===== config.mk =====
export PLATFORM = sky130hd
export DESIGN_NAME = aos_softreg_responder
export DESIGN_NICKNAME = d
export VERILOG_FILES = /design/src/rtl/aos_softreg_responder.sv
export SDC_FILE = /design/constraint.sdc
export NUM_CORES = 2
export LEC_CHECK = 0
export ABC_CLOCK_PERIOD_IN_PS = 8280
export BUFFER_PORTS_ARGS = -buffer_cell sky130_fd_sc_hd__buf_2
export CAP_MARGIN = 20
export CELL_PAD_IN_SITES_DETAIL_PLACEMENT = 1
export CELL_PAD_IN_SITES_GLOBAL_PLACEMENT = 1
export CORE_AREA = 5 5 492 494
export CTS_CLUSTER_DIAMETER = 120
export CTS_CLUSTER_SIZE = 12
export DETAILED_ROUTE_END_ITERATION = 16
export DIE_AREA = 0 0 497 499
export PLACE_DENSITY_LB_ADDON = 0.1
export SLEW_MARGIN = 10
export SYNTH_ARGS = -nofsm -noshare
export SYNTH_HDL_FRONTEND = slang
export SYNTH_SLANG_ARGS = --single-unit

===== constraint.sdc =====
create_clock -name clk -period 8.28 [get_ports clk]
set_input_delay 1.656 -clock clk [delete_from_list [all_inputs] [get_ports clk]]
set_output_delay 1.656 -clock clk [all_outputs]
set_load 0.01 [all_outputs]

===== src/rtl/aos_softreg_responder.sv =====
// App-side SoftReg endpoint: host-visible 64-bit register bank with hardware update ports and a fixed-latency read path.
// Optional AOS_SR_RESP_ERRCNT_EN adds a saturating dropped-access counter readable at idx 127.
module aos_softreg_responder #(
  parameter int           NUM_REGS = 16,
  parameter logic [127:0] RO_MASK  = 128'h0,
  parameter logic [63:0]  OOR_DATA = 64'hDEAD_DEAD_DEAD_DEAD
) (
  input  logic                     clk,
  input  logic                     rst,
  input  logic                     sr_req_valid_i,
  input  logic                     sr_req_is_write_i,
  input  logic [15:0]              sr_req_addr_i,
  input  logic [63:0]              sr_req_data_i,
  output logic                     sr_resp_valid_o,
  output logic [63:0]              sr_resp_data_o,
  output logic [64*NUM_REGS-1:0]   reg_q_o,
  output logic [NUM_REGS-1:0]      wr_pulse_o,
  input  logic                     hw_wr_en_i,
  input  logic [6:0]               hw_wr_idx_i,
  input  logic [63:0]              hw_wr_data_i
);

  localparam logic [7:0] NREGS_L = 8'(NUM_REGS);

  logic [63:0]         regs_q [NUM_REGS];
  logic [63:0]         regs_d [NUM_REGS];
  logic [NUM_REGS-1:0] wr_pulse_q, wr_pulse_d;

  logic [6:0]  idx;
  logic        in_range, cnt_hit, oor;
  logic        host_wr, host_rd, host_wr_ok;
  logic [63:0] rd_reg, rd_mux;

  logic        vld_p1_q, vld_p2_q;
  logic [63:0] data_p1_q, data_p2_q;

  logic unused_addr_bits;
  assign unused_addr_bits = ^{sr_req_addr_i[15:10], sr_req_addr_i[2:0]};

  assign idx        = sr_req_addr_i[9:3];
  assign in_range   = {1'b0, idx} < NREGS_L;
  assign oor        = !in_range && !cnt_hit;
  assign host_wr    = sr_req_valid_i && sr_req_is_write_i;
  assign host_rd    = sr_req_valid_i && !sr_req_is_write_i;
  assign host_wr_ok = host_wr && in_range && !RO_MASK[idx];

`ifdef AOS_SR_RESP_ERRCNT_EN
  logic [31:0] errcnt_q, errcnt_d;
  logic        dropped;

  function automatic logic [31:0] sat_inc(input logic [31:0] v);
    return (v == 32'hFFFF_FFFF) ? v : v + 32'd1;
  endfunction

  assign cnt_hit = (idx == 7'd127);
  assign dropped = (sr_req_valid_i && oor) || (host_wr && in_range && RO_MASK[idx]);

  always_comb begin
    errcnt_d = errcnt_q;
    if (host_wr && cnt_hit) errcnt_d = '0;
    else if (dropped)       errcnt_d = sat_inc(errcnt_q);
  end

  always_ff @(posedge clk) begin
    if (rst) errcnt_q <= '0;
    else     errcnt_q <= errcnt_d;
  end

  assign rd_mux = oor ? OOR_DATA : (cnt_hit ? {32'b0, errcnt_q} : rd_reg);
`else
  assign cnt_hit = 1'b0;
  assign rd_mux  = oor ? OOR_DATA : rd_reg;
`endif

  // Host write takes priority over a same-index hardware write.
  always_comb begin
    rd_reg = '0;
    for (int i = 0; i < NUM_REGS; i++) begin
      regs_d[i]     = regs_q[i];
      wr_pulse_d[i] = 1'b0;
      if (hw_wr_en_i && hw_wr_idx_i == 7'(i)) regs_d[i] = hw_wr_data_i;
      if (host_wr_ok && idx == 7'(i)) begin
        regs_d[i]     = sr_req_data_i;
        wr_pulse_d[i] = 1'b1;
      end
      if (idx == 7'(i)) rd_reg = regs_q[i];
    end
  end

  always_ff @(posedge clk) begin
    if (rst) begin
      for (int i = 0; i < NUM_REGS; i++) regs_q[i] <= '0;
      wr_pulse_q <= '0;
    end else begin
      for (int i = 0; i < NUM_REGS; i++) regs_q[i] <= regs_d[i];
      wr_pulse_q <= wr_pulse_d;
    end
  end

  // Stage 1: capture pre-update read data
  always_ff @(posedge clk) begin
    if (host_rd) data_p1_q <= rd_mux;
  end

  // Stage 2: response register, data held while idle
  always_ff @(posedge clk) begin
    if (rst) begin
      vld_p1_q  <= 1'b0;
      vld_p2_q  <= 1'b0;
      data_p2_q <= '0;
    end else begin
      vld_p1_q <= host_rd;
      vld_p2_q <= vld_p1_q;
      if (vld_p1_q) data_p2_q <= data_p1_q;
    end
  end

  for (genvar g = 0; g < NUM_REGS; g++) begin : g_regq
    assign reg_q_o[64*g +: 64] = regs_q[g];
  end

  assign wr_pulse_o      = wr_pulse_q;
  assign sr_resp_valid_o = vld_p2_q;
  assign sr_resp_data_o  = data_p2_q;

endmodule


Word level (Yosys, flattened, before mapping) --
Memories as Yosys holds them, arrays and structs flattened. Cells that the tools add are included.
Storage, ports and cells: register bits 146, bits in writable memories 1024, ROM bits 128, logic and storage cells 179, memories kept 2
Cells by class: magnitude comparators 2, equality and inequality tests 30, mux-type cells 84, bitwise gates (word level) 16, reductions and logical operators 40
Memories:
- regs_q | depth 16, bits a word 64, read ports 16, clocked after Yosys merged registers in 0, wr ports 16, RTL line 25 | logic [63:0] regs_q [NUM_REGS];
- (name not given) | depth 128, bits a word 1, read ports 1, clocked after Yosys merged registers in 0, wr ports 0, RTL line 45 | assign host_wr_ok = host_wr && in_range && !RO_MASK[idx];
Operator list (count):
- $mux W64 | 64
- $eq A7 B4 Y1 const B | 16
- $eq A7 B3 Y1 const B | 8
- $logic_and A1 B1 Y1 | 36
- $eq A7 B2 Y1 const B | 4
- $mux W1 | 20
- $or A1 B1 Y1 | 16
- $eq A7 B1 Y1 const B | 2
- $logic_not A7 Y1 | 2
- $lt A7 B8 Y1 const B | 1
- $lt A7 B5 Y1 const B | 1
- $logic_not A1 Y1 | 2

Logic depth before layout (Yosys ltp) --
depth in word-level cells 17, gate-level depth with buffers 10, mapped depth without buffers 5

Worst setup path before layout --
OpenSTA, ideal clock, no wires.
path type input port to flip-flop, start point input sr_req_is_write_i, end point register data_p1_q[0], enable pin, data arrival time 4.538 ns, path slack 3.246 ns, stages 1, cell sequence nor2b_1
On the way: word-level cells in the longest chain between the ends 2
RTL lines:
- start: declaration | RTL line 11 | input logic sr_req_is_write_i,
- $logic_not A1 Y1 | RTL line 44 | assign host_rd = sr_req_valid_i && !sr_req_is_write_i;
- $logic_and A1 B1 Y1 | RTL line 44
- end signal: assignment | RTL line 102 | if (host_rd) data_p1_q <= rd_mux;
- end: declaration | RTL line 35 | logic [63:0] data_p1_q, data_p2_q;
Every way passes these cells. A chain may end at the register's enable or synchronous reset.

==> impl_metrics.tcl <==
set metrics [dict create \
    die_w_um 497 \
    cts_buffers 107 \
    powerDensity_nw_per_um2 166 \
    wl_per_cell_um 43.5 \
    gp_congestion 0.828 \
    layout.nets 7421 \
    dp_cells 10322 \
    startpoint_type "input pin" \
    whs_ps 484 \
    drive_gt1_share_pct 24.4 \
    syn-cell-area_um2 58800 \
    preCtsSetupSlack_ps 2510 \
    hold_buffers 0 \
    fin_crit_sh_pct 63.0 \
    cts_resized 0 \
    instances_no_fill 10499 \
    die_h_um 499 \
    start_util_pct 24.8 \
    syn_nets 6742 \
    grt_setup_unrepaired "no" \
    setup_tns_ps 0 \
    grt_max_degree 174 \
    fin_skew_ps 32.6 \
    synth_ff_type "dfxtp_1" \
    clk_path_buf_depth 3 \
    crit_type "in -> reg" \
    cts_setup_buffers 0 \
    syn_inst 6586 \
    fmax_ghz 0.192 \
    antenna_found_initial 56 \
    drcViolationCount 0 \
    end_kind "register" \
    place_hpwl_um 304000 \
    most-common-layout-cells "buf_2, nor2_1, dfxtp_1" \
    cts_sinks 1170 \
    seq_area_frac_synth_pct 40.9 \
    worst_pin_slew_ps 1300 \
    std_cell_rows 179 \
    synth.avg_cell_area_um2 8.93 \
    ir_drop_mv 0.149 \
    setup_viol 0 \
    grt_pass1_wl_um 599000 \
    grt_pass1_vias 60906 \
    p_total_w 0.0118 \
    grtUsageTotal_pct 34.8 \
    ys_seq_elements 1170 \
    drt_iter0_drc 6807 \
    hold_viol_final 0 \
    synthArstFlopShare_pct 0 \
    ant_nets 0 \
    core_um2 237000 \
    fin_ws_ps 3070 \
    first_pass_iters 9 \
    h-tree-depth 3 \
    synth_cell_types 75 \
    io_pins 1261 \
    num_vias 62697 \
    clk_pin_slew_ps 70 \
    regArea_um2 24100 \
    syn_to_final_growth_pct 20.9 \
    hp-class "reg -> reg" \
    layout_commonest_cell "buf_2" \
    vias_per_cell 5.97 \
    yosysWarningCount 0 \
    multi_input_area_um2 32000 \
    grt_overflow 0 \
    period_minus_slack_ps 5210 \
    r2r_slack_ps 6100 \
    finalMaxSlewViolations 0 \
    insertion_delay_ps 820 \
    io_buffers 1251 \
    crit_fanout 80 \
    clockRootBuffer "clkbuf_16" \
    drt_wl_total_um 456000 \
    tritoncts "done" \
    status "complete, no violations" \
    slew-limit-headroom_pct 13.5 \
    dieArea_um2 248000 \
    cp_data_arrival_time_ps 5840 \
    num-fill-cells 27528 \
    drv_cap 0 \
    worst_ep_required_time_ps 8910 \
    p_leak_nw 29.7 \
    synth-edff-count 64 \
]
==> path summary, 6_finish.rpt <==
| path | end | from | cells past startpoint |
|---|---|---|---|
| worst max-delay path | regs_q[0][808] | sr_req_addr_i[6] | 7 |
| worst min-delay path | sr_resp_data_o[52] | data_p1_q[52] | 2 |
| worst max register to register | data_p1_q[5] | regs_q[0][69] | 5 |
| worst min register to register | sr_resp_data_o[52] | data_p1_q[52] | 2 |
==> Yosys cell counts, drive strengths merged, types with 10 or more instances <==
cell,number,area [um^2]
a211oi,783,5880
a21o,12,90.1
a21oi,116,581
a221o,14,140
a221oi,54,473
a222oi,60,601
a22o,24,210
a22oi,70,526
a2bb2oi,16,140
a311oi,195,1710
a31oi,18,113
and3,20,125
buf,267,1120
clkbuf,596,2240
dfxtp,1106,22100
edfxtp,64,1920
mux2,81,912
mux2i,935,9360
mux4,41,923
nand2,295,1110
nand3,222,1110
nand4,13,81.3
nor2,1165,4380
nor2b,25,156
nor3,35,201
o211ai,24,180
o21a,10,75.1
o21ai,93,465
o221ai,24,210
o22ai,49,307
o2bb2ai,14,123
o32ai,14,123
==> stage by stage <==
step | utilization (%) | cell area [um^2]
3_3_place_gp | 28.7 | 67900
4_1_cts | 30.0 | 71000
3_5_place_dp | 28.7 | 68000
6_report | 30.0 | 71100
5_1_grt | 30.0 | 71100
2_1_floorplan | - | 58800
==> metal layers <==
layer | global-route usage [%] | up-vias | routed length (um)
met3 | 9.58 | 729 | 39400
met1 | 44.3 | 32953 | 188000
met2 | 54.8 | 3240 | 203000
met5 | 0 | - | 102
met4 | 16.4 | 10 | 25900
li1 | - | 25765 | -
==> registers in the layout, indices dropped and copies added (netlist names) <==
signal and flops:
data_p1_q 64, regs_q 1024, sr_resp_valid_o 1, wr_pulse_o 16, vld_p1_q 1, sr_resp_data_o 64
==> critical path, cell delays in order <==
cell,delay [ps]
buf_4,460
buf_4,440
nor4bb_1,950
nand3_4,790
buf_12,540
nor2_1,310
a211oi_1,80
==> kinds of logic (layout without fill, tap and decap cells) <==
family,after synthesis,count (layout),synth area share (%)
simple gates,1824,1824,12.8
mux,1057,1057,19.0
buf+inv,871,1597,5.76
flops,1170,1170,40.9
compound gates,1664,1664,21.5
other cells,0,20,0
==> power breakdown <==
group          total, W  internal [W]  switching [W]  leakage, nW
Clock           0.00500       0.00242        0.00258         1.44
Combinational   0.00105      0.000205       0.000848         18.7
Sequential      0.00575       0.00572      0.0000326         9.56
==> layout make-up <==
class                           instances  area share, %
Clock inverter                          5         0.0880
Multi-Input combinational cell       4545           45.0
Sequential cell                      1170           33.9
Clock buffer                          151           4.10
Antenna cell                           20         0.0704
Inverter                                8         0.0563
Tap cell                             3167           5.57
Timing Repair Buffer                 1433           11.2
Power figures use the tool's default switching activity.
